[src/rtl/neureka_tcdm_port_sync_if.sv]
// Wide-port / TCDM-port bundle for neureka_tcdm_port_sync.
// The slave side splits one wide access into MP 32-bit memory accesses.
interface neureka_tcdm_port_sync_if #(
    parameter int unsigned MP = 4
);
    logic                  req_i;
    logic [31:0]           add_i;
    logic                  wen_i;
    logic [4*MP-1:0]       be_i;
    logic [32*MP-1:0]      data_i;
    logic                  gnt_o;
    logic                  r_valid_o;
    logic [32*MP-1:0]      r_data_o;
    logic [MP-1:0]         tcdm_req_o;
    logic [MP-1:0][31:0]   tcdm_add_o;
    logic [MP-1:0]         tcdm_wen_o;
    logic [MP-1:0][3:0]    tcdm_be_o;
    logic [MP-1:0][31:0]   tcdm_data_o;
    logic [MP-1:0]         tcdm_gnt_i;
    logic [MP-1:0]         tcdm_r_valid_i;
    logic [MP-1:0][31:0]   tcdm_r_data_i;

    modport slave (
        input  req_i, add_i, wen_i, be_i, data_i,
        output gnt_o, r_valid_o, r_data_o,
        output tcdm_req_o, tcdm_add_o, tcdm_wen_o, tcdm_be_o, tcdm_data_o,
        input  tcdm_gnt_i, tcdm_r_valid_i, tcdm_r_data_i
    );

    modport master (
        output req_i, add_i, wen_i, be_i, data_i,
        input  gnt_o, r_valid_o, r_data_o,
        input  tcdm_req_o, tcdm_add_o, tcdm_wen_o, tcdm_be_o, tcdm_data_o,
        output tcdm_gnt_i, tcdm_r_valid_i, tcdm_r_data_i
    );
endinterface

[src/rtl/neureka_tcdm_port_sync.sv]
// Splits a wide TCDM access over MP 32-bit ports and grants the wide side only once
// every port has been granted; read data of early ports is buffered until the last one.
module neureka_tcdm_port_sync #(
    parameter int unsigned MP       = 4,
    parameter int unsigned STALL_CW = 16
) (
    input  logic                      clk_i,
    input  logic                      rst_i,
    input  logic                      clear_i,
    neureka_tcdm_port_sync_if.slave   bus,
    output logic                      busy_o,
    output logic                      err_o,
    output logic [STALL_CW-1:0]       stall_cnt_o
);

    typedef enum logic [0:0] {StIdle, StPartial} state_e;

    state_e                state_q;
    logic [MP-1:0]         done_q;
    logic [MP-1:0]         port_gnt;
    logic [31:0]           add_q;
    logic                  wen_q;
    logic                  r_valid_q;
    logic [MP-1:0][31:0]   rbuf_q;
    logic                  err_q;
    logic [STALL_CW-1:0]   stall_q;
    logic                  gnt;
    logic                  abort;

    always_comb begin
        bus.tcdm_add_o  = '0;
        bus.tcdm_be_o   = '0;
        bus.tcdm_data_o = '0;
        bus.tcdm_wen_o  = '0;
        bus.r_data_o    = '0;
        for (int unsigned k = 0; k < MP; k++) begin
            bus.tcdm_add_o[k]        = bus.add_i + 32'(4 * k);
            bus.tcdm_be_o[k]         = bus.be_i[4*k +: 4];
            bus.tcdm_data_o[k]       = bus.data_i[32*k +: 32];
            bus.tcdm_wen_o[k]        = bus.wen_i;
            // Last-granted ports bypass the buffer so the wide read adds no latency.
            bus.r_data_o[32*k +: 32] = bus.tcdm_r_valid_i[k] ? bus.tcdm_r_data_i[k] : rbuf_q[k];
        end
    end

    assign bus.tcdm_req_o = {MP{bus.req_i}} & ~done_q;
    assign port_gnt       = bus.tcdm_req_o & bus.tcdm_gnt_i;
    assign gnt            = bus.req_i & (&(done_q | bus.tcdm_gnt_i));
    // Master must hold its request stable once any port has been granted.
    assign abort          = (state_q == StPartial) & ~gnt &
                            (~bus.req_i | (bus.add_i != add_q) | (bus.wen_i != wen_q));

    assign bus.gnt_o      = gnt;
    assign bus.r_valid_o  = r_valid_q;
    assign busy_o         = (state_q == StPartial) | r_valid_q;
    assign err_o          = err_q;
    assign stall_cnt_o    = stall_q;

    always_ff @(posedge clk_i or posedge rst_i) begin
        if (rst_i) begin
            state_q   <= StIdle;
            done_q    <= '0;
            add_q     <= '0;
            wen_q     <= 1'b0;
            r_valid_q <= 1'b0;
            rbuf_q    <= '0;
            err_q     <= 1'b0;
            stall_q   <= '0;
        end else if (clear_i) begin
            state_q   <= StIdle;
            done_q    <= '0;
            add_q     <= '0;
            wen_q     <= 1'b0;
            r_valid_q <= 1'b0;
            rbuf_q    <= '0;
            err_q     <= 1'b0;
            stall_q   <= '0;
        end else begin
            r_valid_q <= gnt;
            for (int unsigned k = 0; k < MP; k++) begin
                if (bus.tcdm_r_valid_i[k]) rbuf_q[k] <= bus.tcdm_r_data_i[k];
            end
            if (bus.req_i && !gnt && (stall_q != '1)) stall_q <= stall_q + STALL_CW'(1);
            if (abort) err_q <= 1'b1;
            unique case (state_q)
                StIdle: begin
                    if (!gnt && bus.req_i && (|port_gnt)) begin
                        state_q <= StPartial;
                        done_q  <= port_gnt;
                        add_q   <= bus.add_i;
                        wen_q   <= bus.wen_i;
                    end
                end
                StPartial: begin
                    if (gnt || abort) begin
                        state_q <= StIdle;
                        done_q  <= '0;
                    end else begin
                        done_q  <= done_q | port_gnt;
                    end
                end
                default: begin
                    state_q <= StIdle;
                    done_q  <= '0;
                end
            endcase
        end
    end

endmodule

[src/flat_wrapper.sv]
// flat-port wrapper written by rule: the top's interface ports become plain ports
module neureka_tcdm_port_sync_flat 
#(
    parameter int unsigned MP       = 4,
    parameter int unsigned STALL_CW = 16
)
  (clk_i, rst_i, clear_i, busy_o, err_o, stall_cnt_o, bus_req_i, bus_add_i, bus_wen_i, bus_be_i, bus_data_i, bus_gnt_o, bus_r_valid_o, bus_r_data_o, bus_tcdm_req_o, bus_tcdm_add_o, bus_tcdm_wen_o, bus_tcdm_be_o, bus_tcdm_data_o, bus_tcdm_gnt_i, bus_tcdm_r_valid_i, bus_tcdm_r_data_i);
  neureka_tcdm_port_sync_if #(.MP(MP)) bus_i ();
  input  logic clk_i;
  input  logic rst_i;
  input  logic clear_i;
  output logic busy_o;
  output logic err_o;
  output logic [STALL_CW-1:0] stall_cnt_o;
  input wire logic [$bits(bus_i.req_i)-1:0] bus_req_i;
  input wire logic [$bits(bus_i.add_i)-1:0] bus_add_i;
  input wire logic [$bits(bus_i.wen_i)-1:0] bus_wen_i;
  input wire logic [$bits(bus_i.be_i)-1:0] bus_be_i;
  input wire logic [$bits(bus_i.data_i)-1:0] bus_data_i;
  output wire logic [$bits(bus_i.gnt_o)-1:0] bus_gnt_o;
  output wire logic [$bits(bus_i.r_valid_o)-1:0] bus_r_valid_o;
  output wire logic [$bits(bus_i.r_data_o)-1:0] bus_r_data_o;
  output wire logic [$bits(bus_i.tcdm_req_o)-1:0] bus_tcdm_req_o;
  output wire logic [$bits(bus_i.tcdm_add_o)-1:0] bus_tcdm_add_o;
  output wire logic [$bits(bus_i.tcdm_wen_o)-1:0] bus_tcdm_wen_o;
  output wire logic [$bits(bus_i.tcdm_be_o)-1:0] bus_tcdm_be_o;
  output wire logic [$bits(bus_i.tcdm_data_o)-1:0] bus_tcdm_data_o;
  input wire logic [$bits(bus_i.tcdm_gnt_i)-1:0] bus_tcdm_gnt_i;
  input wire logic [$bits(bus_i.tcdm_r_valid_i)-1:0] bus_tcdm_r_valid_i;
  input wire logic [$bits(bus_i.tcdm_r_data_i)-1:0] bus_tcdm_r_data_i;
  assign bus_i.req_i = bus_req_i;
  assign bus_i.add_i = bus_add_i;
  assign bus_i.wen_i = bus_wen_i;
  assign bus_i.be_i = bus_be_i;
  assign bus_i.data_i = bus_data_i;
  assign bus_gnt_o = bus_i.gnt_o;
  assign bus_r_valid_o = bus_i.r_valid_o;
  assign bus_r_data_o = bus_i.r_data_o;
  assign bus_tcdm_req_o = bus_i.tcdm_req_o;
  assign bus_tcdm_add_o = bus_i.tcdm_add_o;
  assign bus_tcdm_wen_o = bus_i.tcdm_wen_o;
  assign bus_tcdm_be_o = bus_i.tcdm_be_o;
  assign bus_tcdm_data_o = bus_i.tcdm_data_o;
  assign bus_i.tcdm_gnt_i = bus_tcdm_gnt_i;
  assign bus_i.tcdm_r_valid_i = bus_tcdm_r_valid_i;
  assign bus_i.tcdm_r_data_i = bus_tcdm_r_data_i;
  neureka_tcdm_port_sync #(.MP(MP), .STALL_CW(STALL_CW)) u_core (.clk_i(clk_i), .rst_i(rst_i), .clear_i(clear_i), .bus(bus_i), .busy_o(busy_o), .err_o(err_o), .stall_cnt_o(stall_cnt_o));
endmodule
[config.mk]
export PLATFORM = sky130hd
export DESIGN_NAME = neureka_tcdm_port_sync_flat
export DESIGN_NICKNAME = d
export VERILOG_FILES = /design/src/rtl/neureka_tcdm_port_sync_if.sv /design/src/rtl/neureka_tcdm_port_sync.sv /design/src/flat_wrapper.sv
export SDC_FILE = /design/constraint.sdc
export NUM_CORES = 1
export LEC_CHECK = 0
export BUFFER_PORTS_ARGS = -buffer_cell sky130_fd_sc_hd__clkbuf_2
export CAP_MARGIN = 15
export CORE_AREA = 2 2 290 292
export CTS_CLUSTER_SIZE = 16
export DETAILED_ROUTE_END_ITERATION = 16
export DIE_AREA = 0 0 292 294
export GPL_TIMING_DRIVEN = 0
export PLACE_DENSITY_LB_ADDON = 0.2
export SYNTH_ARGS = -nofsm -noshare
export SYNTH_HDL_FRONTEND = slang
export SYNTH_SLANG_ARGS = --single-unit
export TNS_END_PERCENT = 1
[constraint.sdc]
create_clock -name clk_i -period 12.05 [get_ports clk_i]
set_input_delay 1.8075 -clock clk_i [delete_from_list [all_inputs] [get_ports clk_i]]
set_output_delay 1.8075 -clock clk_i [all_outputs]
set_load 0.05 [all_outputs]
After elaboration in Yosys (flattened, before gate mapping)
Cells that the tools add are included.

operators by class
  equality and inequality tests = 5
  $add $sub $neg = 4
  multiplexer cells = 24
  reductions and logical operators = 11
  bitwise logic cells = 14

operators by type and width
  kind                                           count
  two-way mux 32 bit                             7
  two-way mux 128 bit                            1
  adder 32 x 4 -> 32 bit, second input constant  2
  adder 32 x 3 -> 32 bit, second input constant  1
  two-way mux 16 bit                             2
  != test 32 bit                                 1
  adder 16 x 1 -> 16 bit, second input constant  1
  != test 16 bit, second input constant          1
  two-way mux 4 bit                              3
  two-way mux 1 bit                              9
  bitwise AND 4 bit                              2
  bitwise OR 4 bit                               2
  case mux 4 bit (2 select lines)                1
  nonzero test 2 bit                             3
  NOT 4 bit                                      1
  AND reduction 4 bit                            1
  OR reduction 4 bit                             1
  bitwise AND 1 bit                              3
  logical AND 1 bit                              3
  != test 3 x 2 -> 1 bit, second input constant  1
  NOT 1 bit                                      3
  bitwise OR 1 bit                               3
  != test 2 bit, second input constant           1
  case mux 1 bit (2 select lines)                1
  other kinds (4)                                4

storage, ports and cells
  register bits after elaboration = 184
  output and inout bits = 428
  input bits = 317
  word-level logic and storage cells = 69

Logic depth before layout (Yosys ltp)
Gate-level depths: netlist (run 1).

  depth in word-level cells = 10
  depth in mapped cells = 8
  gate-level depth less buffers = 8

Least setup slack after synthesis (run 1)
OpenSTA, ideal clock, no wires.

  path kind = input port to output port
  from = input port bus_add_i[2]
  to = output port bus_tcdm_add_o[118]
  path buffers = 3
  arrival time = 4.112 ns
  required time = 10.242 ns
  path slack = 6.130 ns
  cell stages on the path = 8
  cell sequence = buf_2 -> clkbuf_1 -> inv_1 -> ha_1 -> nor2b_1 -> buf_2 -> nand3_1 -> xnor2_1

on the way
  word-level cells in the longest chain between the ends = 1

ends and longest elaborated chain
  element                 RTL line                      RTL
  from (decl)             flat_wrapper.sv:16            input wire logic [$bits(bus_i.add_i)-1:0] bus_add_i;
  adder 32 x 4 -> 32 bit  neureka_tcdm_port_sync.sv:37  bus.tcdm_add_o[k] = bus.add_i + 32'(4 * k);
  to (decl)               flat_wrapper.sv:24            output wire logic [$bits(bus_i.tcdm_add_o)-1:0] bus_tcdm_add_o;

Every way passes these cells.

Worst setup path in the final report (run 1)
  from = input port bus_add_i[3]
  to = output port bus_tcdm_add_o[119]

Same word-level chain as after synthesis.

==> impl_metrics.json, run 1 <==
{
  "mappedNetlistNets": 1414,
  "setup_violations": 0,
  "die_area_um2": 85800,
  "first_pass_iters": 4,
  "status": "complete, no violations",
  "drive_above_1_share_pct": 57.2,
  "initial_utilization_pct": 13.6,
  "post-route-drc-count": 0,
  "worstPathCellList": "clkbuf_2, ha_1, buf_2, a21oi_1, nor3_1, nand3_1, nor2_1, nand2_1, xnor2_1, clkbuf_2",
  "fmax_mhz": 151,
  "slew-limit-headroom_pct": 35.3,
  "cts_root_buf": "clkbuf_16",
  "post-route-min-period_ns": 6.61,
  "final_max_slew_viol_count": 0,
  "yosysMostFrequentCell": "buf_4",
  "crit_fanout": 10,
  "synth_area_leaders": "dfrtp_1 (41%), buf_4 (13%), mux2_2 (13%)",
  "antenna_found_initial": 0,
  "synth_common_cells": "buf_4 (193), dfrtp_1 (184), nor2b_1 (133)",
  "total_power_mw": 1.96,
  "ys_seq_area_share_pct": 40.7,
  "cts_resized": 0,
  "crit_type": "in2out",
  "h-tree-depth": 4,
  "core_um2": 82900,
  "maxCapViolCount": 0,
  "grt_usage_pct": 9.93,
  "min_path_type": "reg2reg",
  "ant_nets": 0,
  "synth_top_area_share_pct": 40.7,
  "synthFlopType": "dfrtp_1",
  "syn_to_final_growth_pct": 43.0,
  "max_stage_delay_ns": 0.74,
  "ys_async_sr_fraction_pct": 100,
  "powerDensity_nw_per_um2": 122,
  "yosysWarnings": 0,
  "startpoint_type": "input port",
  "synth_area_um2": 11300,
  "yosys.area.top_type": "dfrtp_1",
  "ys_ff_latch": 184,
  "wl_um": 44400,
  "hpwl_um": 36500,
  "fin_skew_ns": 0.0170,
  "drt_iter0_drc": 226,
  "wire_per_inst_um": 16.0,
  "synth_edf_count": 0,
  "ctsLongestPathBuffers": 2,
  "grt-ovfl-total": 0,
  "synth_cell_types": 44,
  "holdBufCountCts": 0,
  "cts_tree": "done",
  "syn_area_per_cell_um2": 10.4,
  "placementRows": 106,
  "path_delay_family": "simple AND/OR/NAND/NOR gates",
  "grt_pass1_wl_um": 63400,
  "fin_nets": 2006,
  "clock_sinks": 184,
  "die_w_um": 292,
  "grt_max_degree": 98,
  "post-cts-setup-buffers": 0,
  "antenna_cells": 0,
  "crit_arrival_ns": 4.80,
  "vias": 9618,
  "vias_per_cell": 3.46,
  "io_buffers": 572,
  "leakage_nw": 8.08,
  "post-route-util_pct": 19.5,
  "ioPinCount": 745,
  "hold_viol": 0,
  "cts.clk_slew.worst_paths_ns": 0.08,
  "critical_path.slowest_cell": "nor3_1",
  "setup_tns_ns": 0,
  "grt_pass1_vias": 9903,
  "worstMarginPinSlew_ns": 0.971,
  "numCtsBuffers": 17,
  "finalCritPeriodShare_pct": 54.9,
  "whs_ns": 0.518,
  "rsz0062_at_grt": "false",
  "syn_inst": 1092,
  "path_buf_inv": 3,
  "cp_data_required_time_ns": 10.24,
  "irDropWorstVdd_mv": 0.0798,
  "clkLatencyLatePin_ns": 0.48,
  "gp_congestion": 0.779,
  "endpoint_kind": "output pin",
  "crit_top_cell": "clkbuf_2",
  "fp.dieH_um": 294
}
[metrics by stage]
stage / instances / instance area [um2] / setup slack [ns]
after global placement: 2744 / 15500 / 2.18
after floorplan: 1092 / 11300 / 5.24
after global routing: 2777 / 16200 / 5.24
after detailed placement: 2745 / 15600 / 5.36
after CTS: 2777 / 16200 / 5.34
final: 2777 / 16200 / 5.44
[cell type report]
type | instances | area [um2]
flip-flops and latches | 184 | 4600
multi-input cells | 636 | 4890
inverters | 9 | 41.3
well taps | 1080 | 1350
repair buffers | 573 | 2890
clock inverters | 14 | 181
fillers | 9314 | 66700
plain buffers | 263 | 1780
clock buffers | 18 | 429
[power breakdown]
part / internal, mW / total [mW] / switching, mW / leakage, nW
combinational: 0.196 / 0.683 / 0.487 / 5.32
sequential: 0.652 / 0.667 / 0.0150 / 2.46
clock: 0.299 / 0.615 / 0.316 / 0.296
total: 1.15 / 1.96 / 0.817 / 8.08
[state kept, by name, indices dropped and copies added, names as in the netlist]
register              cells
u_core.rbuf_q           128
u_core.add_q             32
u_core.stall_cnt_o       16
u_core.done_q             4
u_core.bus.r_valid_o      1
u_core.err_o              1
u_core.state_q            1
u_core.wen_q              1
[routing by layer]
layer  vias to the layer above  routed length [um]  global-route usage [%]
met5                         -                   0                       0
met4                         0                1190                    3.75
met3                        48                3360                    3.63
met2                       407               23100                    17.9
met1                      4584               16800                    10.5
li1                       4579                   -                       -
[placed cells by master, fill, tap and decap left out, types with 3 or more instances in the layout]
cell type	instances
o2bb2ai_1	4
mux2_2	128
buf_4	193
clkbuf_2	572
and3_1	9
clkbuf_16	17
inv_1	8
xor2_1	43
xnor2_1	87
nand4_1	20
nand3_1	27
ha_1	5
and4_1	4
nor3_1	7
buf_1	13
buf_6	5
clkinv_4	3
nand2_1	58
buf_2	26
nor2b_1	133
nand2b_1	5
a22o_1	33
inv_6	3
clkbuf_1	27
clkinv_8	4
nor4_1	4
and2_1	3
inv_8	4
dfrtp_1	184
nor2_1	42
[worst min-delay path, cell delays in order (launching register included)]
cell     delay (ns)
dfrtp_1        0.36
a31oi_1        0.05
nor2_1         0.08
[cells by family after synthesis]
logic type / Yosys count / share of synthesized area (%)
mux: 129 / 12.8
buf+inv: 272 / 16.1
simple gates: 323 / 16.0
flops: 184 / 40.7
compound gates: 49 / 3.78
fa+ha+maj: 5 / 0.553
xor+xnor: 130 / 10.1
[path summary, 6_finish.rpt]
| path | start | end | slack [ns] | cells after the start |
|---|---|---|---|---|
| hold / removal | u_core.err_o$_DFFE_PP0P_ | u_core.err_o$_DFFE_PP0P_ | 0.52 | 2 |
| setup / recovery | bus_add_i[3] | bus_tcdm_add_o[119] | 5.44 | 10 |
| max in group asynchronous | rst_i | u_core.add_q[28]$_DFFE_PP0P_ | 9.59 | 3 |
| hold reg to reg | u_core.err_o$_DFFE_PP0P_ | u_core.err_o$_DFFE_PP0P_ | 0.52 | 2 |
| setup reg to reg | u_core.add_q[25]$_DFFE_PP0P_ | u_core.done_q[0]$_DFFE_PP0P_ | 9.74 | 6 |
| min in group asynchronous | rst_i | u_core.rbuf_q[104]$_DFF_PP0_ | 1.46 | 2 |
Power figures use the tool's default switching activity.
==> run 2, diff against run 1 <==
--- a/config.mk
+++ b/config.mk
@@ -7,10 +7,10 @@
 export LEC_CHECK = 0
 export BUFFER_PORTS_ARGS = -buffer_cell sky130_fd_sc_hd__clkbuf_2
 export CAP_MARGIN = 15
-export CORE_AREA = 2 2 290 292
+export CORE_AREA = 2 2 293 295
 export CTS_CLUSTER_SIZE = 16
 export DETAILED_ROUTE_END_ITERATION = 16
-export DIE_AREA = 0 0 292 294
+export DIE_AREA = 0 0 295 297
 export GPL_TIMING_DRIVEN = 0
 export PLACE_DENSITY_LB_ADDON = 0.2
 export SYNTH_ARGS = -nofsm -noshare
==> constraint.sdc (replaced) <==
create_clock -name clk_i -period 5.5 [get_ports clk_i]
set_input_delay 0.825 -clock clk_i [delete_from_list [all_inputs] [get_ports clk_i]]
set_output_delay 0.825 -clock clk_i [all_outputs]
set_load 0.05 [all_outputs]
==> impl_metrics.json, run 2 (synthesis gave the netlist of run 1 again) <==
{
  "setup_ws_ns": 0.957,
  "crit_fanout": 10,
  "cts_resized": 0,
  "grt_pass1_wl_um": 65700,
  "fin_nets": 2011,
  "setup_tns_ns": 0,
  "drt_iter0_drc": 308,
  "post-route-util_pct": 19.4,
  "crit_arrival_ns": 3.72,
  "cts_tree": "done",
  "wl_um": 45200,
  "initial_utilization_pct": 13.4,
  "cp_data_required_time_ns": 4.68,
  "core_um2": 84500,
  "first_pass_iters": 5,
  "grt_usage_pct": 10.0,
  "ioPinCount": 745,
  "numCtsBuffers": 17,
  "hold_viol": 0,
  "fmax_mhz": 220,
  "io_buffers": 572,
  "ant_nets": 0,
  "final_max_slew_viol_count": 0,
  "clock_sinks": 184,
  "syn_to_final_growth_pct": 44.6,
  "route.met2.wl_um": 23200,
  "grt_max_degree": 37,
  "grt_pass1_vias": 10108,
  "slew-limit-headroom_pct": 40.4,
  "hpwl_um": 37200,
  "largest_reg_flops": 128,
  "endpoint_kind": "output pin",
  "grt-ovfl-total": 0,
  "vias_per_cell": 3.40,
  "worstMarginPinSlew_ns": 0.887,
  "ctsLongestPathBuffers": 2,
  "post-route-drc-count": 0,
  "critical_path.slowest_cell": "nor3_1",
  "wl_met1_um": 18200,
  "wire_per_inst_um": 15.9,
  "post-route-min-period_ns": 4.54,
  "path_buf_inv": 3,
  "post-cts-setup-buffers": 0,
  "cts_root_buf": "clkbuf_16",
  "drive_above_1_share_pct": 57.3,
  "die_area_um2": 87600,
  "layout_commonest_cell": "clkbuf_2",
  "wl_met3_um": 3090,
  "setup_violations": 0,
  "vias": 9696,
  "fp.dieH_um": 297,
  "startpoint_type": "input port",
  "fin_skew_ns": 0.0113,
  "die_w_um": 295,
  "final_cell_mix": "clkbuf_2 (572), buf_4 (193), dfrtp_1 (184)",
  "cts.clk_slew.worst_paths_ns": 0.08,
  "clkLatencyLatePin_ns": 0.48,
  "rsz0062_at_grt": "false",
  "worstPathCellList": "clkbuf_2, ha_1, buf_2, a21oi_1, nor3_1, nand3_1, nor3_1, xor2_1, clkbuf_2",
  "powerDensity_nw_per_um2": 264,
  "antenna_found_initial": 2,
  "max_stage_delay_ns": 0.73,
  "finalCritPeriodShare_pct": 82.6,
  "regMostFlops": "u_core.rbuf_q",
  "min_path_type": "in2async",
  "highest_layer": "met5",
  "irDropWorstVdd_mv": 0.192,
  "h-tree-depth": 4,
  "gp_congestion": 0.755,
  "maxCapViolCount": 0,
  "crit_type": "in2out",
  "leakage_nw": 8.12,
  "placementRows": 107,
  "holdBufCountCts": 0,
  "pre_cts_ws_ns": 0.964,
  "status": "complete, no violations",
  "path_delay_family": "simple AND/OR/NAND/NOR gates"
}
-- run 2: final timing paths --
path,start,endpoint,slack [ns],depth (start not counted)
min,rst_i,u_core.rbuf_q[51]$_DFF_PP0_,0.33,2
max in group asynchronous,rst_i,u_core.rbuf_q[123]$_DFF_PP0_,3.70,7
max reg2reg,u_core.add_q[0]$_DFFE_PP0P_,u_core.done_q[1]$_DFFE_PP0P_,2.81,5
min in group clk_i,u_core.add_q[4]$_DFFE_PP0P_,u_core.add_q[4]$_DFFE_PP0P_,0.53,1
min reg2reg,u_core.add_q[4]$_DFFE_PP0P_,u_core.add_q[4]$_DFFE_PP0P_,0.53,1
max,bus_add_i[3],bus_tcdm_add_o[127],0.96,9
-- run 2: cell type report --
| type | count | area [um2] |
|---|---|---|
| fillers | 9463 | 68100 |
| multi-input cells | 636 | 4890 |
| flip-flops and latches | 184 | 4600 |
| repair buffers | 578 | 2990 |
| plain buffers | 263 | 1780 |
| well taps | 1144 | 1430 |
| clock buffers | 17 | 425 |
| clock inverters | 15 | 186 |
| inverters | 9 | 37.5 |
| diodes | 3 | 7.51 |
-- run 2: power by group --
group          switching, mW  total, mW  internal, mW
Combinational           1.07       1.51         0.436
Sequential            0.0360       1.46          1.43
Clock                  0.716       1.34         0.624
-- run 2: worst register-to-register path, stage by stage (launching register included) --
cell and delay [ns]:
dfrtp_1 0.40, xor2_1 0.17, nor4_1 0.61, nand4_1 0.57
o31ai_1 0.71, o2bb2ai_1 0.18
-- run 2: through the flow --
stage | power (mW) | instances | area, um2 | hold slack, ns
after CTS | 4.42 | 2846 | 16300 | 0.283
after floorplan | 2.63 | 1092 | 11300 | 0.491
after global routing | 4.53 | 2846 | 16300 | 0.336
after detailed placement | 3.02 | 2814 | 15700 | 0.513
final | 4.31 | 2849 | 16400 | 0.333
after global placement | 3.01 | 2808 | 15600 | 0.510
-- run 2: metal layers --
metal | vias to the layer above | GRT usage [%]
li1 | 4587 | -
met4 | 4 | 3.01
met3 | 31 | 2.75
met5 | - | 0
met1 | 4719 | 11.5
met2 | 355 | 17.9
==> run 3, diff against run 2 <==
==> constraint.sdc (replaced) <==
create_clock -name clk_i -period 3.85 [get_ports clk_i]
set_input_delay 0.5775 -clock clk_i [delete_from_list [all_inputs] [get_ports clk_i]]
set_output_delay 0.5775 -clock clk_i [all_outputs]
set_load 0.05 [all_outputs]
==> impl_metrics.json, run 3 (synthesis gave the netlist of run 1 again) <==
{
  "setup_ws_ns": 0.197,
  "powerDensity_nw_per_um2": 376,
  "rr_startpoint": "u_core.add_q[0]$_DFFE_PP0P_",
  "fp.dieH_um": 297,
  "p_sw_mw": 2.60,
  "die_area_um2": 87600,
  "maxCapViolCount": 0,
  "dp.cells": 2814,
  "regMostFlops": "u_core.rbuf_q",
  "antenna_found_initial": 2,
  "cp-startpoint": "bus_add_i[3]",
  "clkLatencyLatePin_ns": 0.48,
  "syn_to_final_growth_pct": 44.7,
  "wire_per_inst_um": 15.9,
  "initial_utilization_pct": 13.4,
  "min_path_type": "in2async",
  "finalNonFillerCells": 2848,
  "cts.clk_slew.worst_paths_ns": 0.08,
  "pre_cts_ws_ns": -0.191,
  "drt_iter0_drc": 322,
  "first_pass_iters": 6,
  "hold_viol": 0,
  "r2r-end": "u_core.done_q[0]$_DFFE_PP0P_",
  "seq_power_share_pct": 34.0,
  "grt_pass1_vias": 10107,
  "placementRows": 107,
  "p_int_mw": 3.56,
  "p_comb_share_pct": 34.9,
  "layout_commonest_cell": "clkbuf_2",
  "post-cts-setup-buffers": 0,
  "wl_um": 45200,
  "grt-ovfl-total": 0,
  "crit_type": "in2out",
  "rr_worst_depth": 5,
  "crit_arrival_ns": 3.08,
  "setup_violations": 0,
  "post-route-min-period_ns": 3.65,
  "crit_fanout": 10,
  "gp_congestion": 0.755,
  "finalCritPeriodShare_pct": 94.9,
  "hpwl_um": 37200,
  "largest_reg_flops": 128,
  "fin_nets": 2011,
  "vias": 9726,
  "ant_nets": 0,
  "io_buffers": 572,
  "status": "complete, no violations",
  "cts_tree": "done",
  "clock_power_share_pct": 31.1,
  "leakage_nw": 8.13,
  "startpoint_type": "input port",
  "crit_end": "bus_tcdm_add_o[63]",
  "final_cell_mix": "clkbuf_2 (573), buf_4 (193), dfrtp_1 (184)",
  "grt_pass1_wl_um": 65700,
  "post-route-drc-count": 0,
  "endpoint_kind": "output pin",
  "clock_sinks": 184,
  "ioPinCount": 745,
  "ctsLongestPathBuffers": 2,
  "die_w_um": 295,
  "rsz0062_at_grt": "false",
  "drive_above_1_share_pct": 57.5,
  "rrSetupSlack_ns": 1.14,
  "cp_data_required_time_ns": 3.27,
  "fmax_mhz": 274,
  "core_um2": 84500,
  "irDropWorstVdd_mv": 0.274,
  "fin_skew_ns": 0.00861,
  "final_max_slew_viol_count": 0,
  "numCtsBuffers": 17,
  "cts_root_buf": "clkbuf_16",
  "slew-limit-headroom_pct": 45.3,
  "h-tree-depth": 4,
  "switching_share_pct": 42.2,
  "vias_per_cell": 3.42,
  "worstMarginPinSlew_ns": 0.821,
  "grt_usage_pct": 10.0,
  "grt_max_degree": 37
}
-- run 3: cell count changes in the layout (fill, tap and decap cells not counted), sizes merged --
cell / before / now
diode: 3 / 2
-- run 3: area by class of cell --
class,instances,area [um2]
diodes,2,5.00
plain buffers,263,1780
clock buffers,17,425
clock inverters,15,186
fillers,9467,68100
inverters,9,37.5
multi-input cells,636,4900
flip-flops and latches,184,4600
well taps,1144,1430
repair buffers,578,2990
-- run 3: power by group through the flow --
stage / logic, mW / clock network [mW] / registers [mW]
3_5_place_dp: 2.18 / 0 / 2.13
3_3_place_gp: 2.17 / 0 / 2.13
2_1_floorplan: 1.63 / 0 / 2.13
6_report: 2.15 / 1.91 / 2.09
5_1_grt: 2.27 / 2.09 / 2.11
4_1_cts: 2.19 / 2.03 / 2.09
-- run 3: worst max-delay path, stage by stage --
cell and delay, ns:
clkbuf_2 0.25, ha_1 0.19, buf_2 0.20, inv_1 0.12, nor4_4 0.43, and3_1 0.35, nand2_1 0.16, nor2_1 0.30
xor2_1 0.18, clkbuf_2 0.31
-- run 3: what timing repair did --
action	in CTS	in global routing
hold buffers	0	0
gates resized for setup	2	1
pin swaps	0	1
endpoints found under the setup margin	3	2
endpoints found under the hold margin	0	0
-- run 3: routing by layer --
| metal | up-vias | global-route usage [%] | part of all wire [%] |
|---|---|---|---|
| met3 | 31 | 2.75 | 7.0 |
| met2 | 364 | 17.9 | 51 |
| met4 | 4 | 3.01 | 1.5 |
| li1 | 4594 | - | - |
| met1 | 4733 | 11.5 | 40 |
| met5 | - | 0 | 0.053 |
-- run 3: metrics by stage --
step / utilization, % / TNS, ns / hold slack, ns / power [mW] / area [um2]
after CTS: 19.4 / 0 / 0.0352 / 6.32 / 16400
after global placement: 18.5 / -139.61 / 0.510 / 4.30 / 15600
after global routing: 19.4 / 0 / 0.0883 / 6.47 / 16400
after floorplan: - / 0 / 0.491 / 3.76 / 11300
final: 19.4 / 0 / 0.0850 / 6.16 / 16400
after detailed placement: 18.6 / -0.236 / 0.513 / 4.32 / 15700
-- run 3: worst min-delay path by stage --
| stage | slack, ns | end | depth (start not counted) | from |
|---|---|---|---|---|
| CTS | 0.04 | u_core.rbuf_q[45]$_DFF_PP0_ | 2 | rst_i |
| detailed placement | 0.51 | u_core.add_q[9]$_DFFE_PP0P_ | 1 | u_core.add_q[9]$_DFFE_PP0P_ |
| global route | 0.09 | u_core.rbuf_q[51]$_DFF_PP0_ | 2 | rst_i |
| finish | 0.09 | u_core.rbuf_q[51]$_DFF_PP0_ | 2 | rst_i |
| floorplan | 0.49 | u_core.done_q[1]$_DFFE_PP0P_ | 1 | u_core.done_q[1]$_DFFE_PP0P_ |
| global placement | 0.51 | u_core.wen_q$_DFFE_PP0P_ | 1 | u_core.wen_q$_DFFE_PP0P_ |
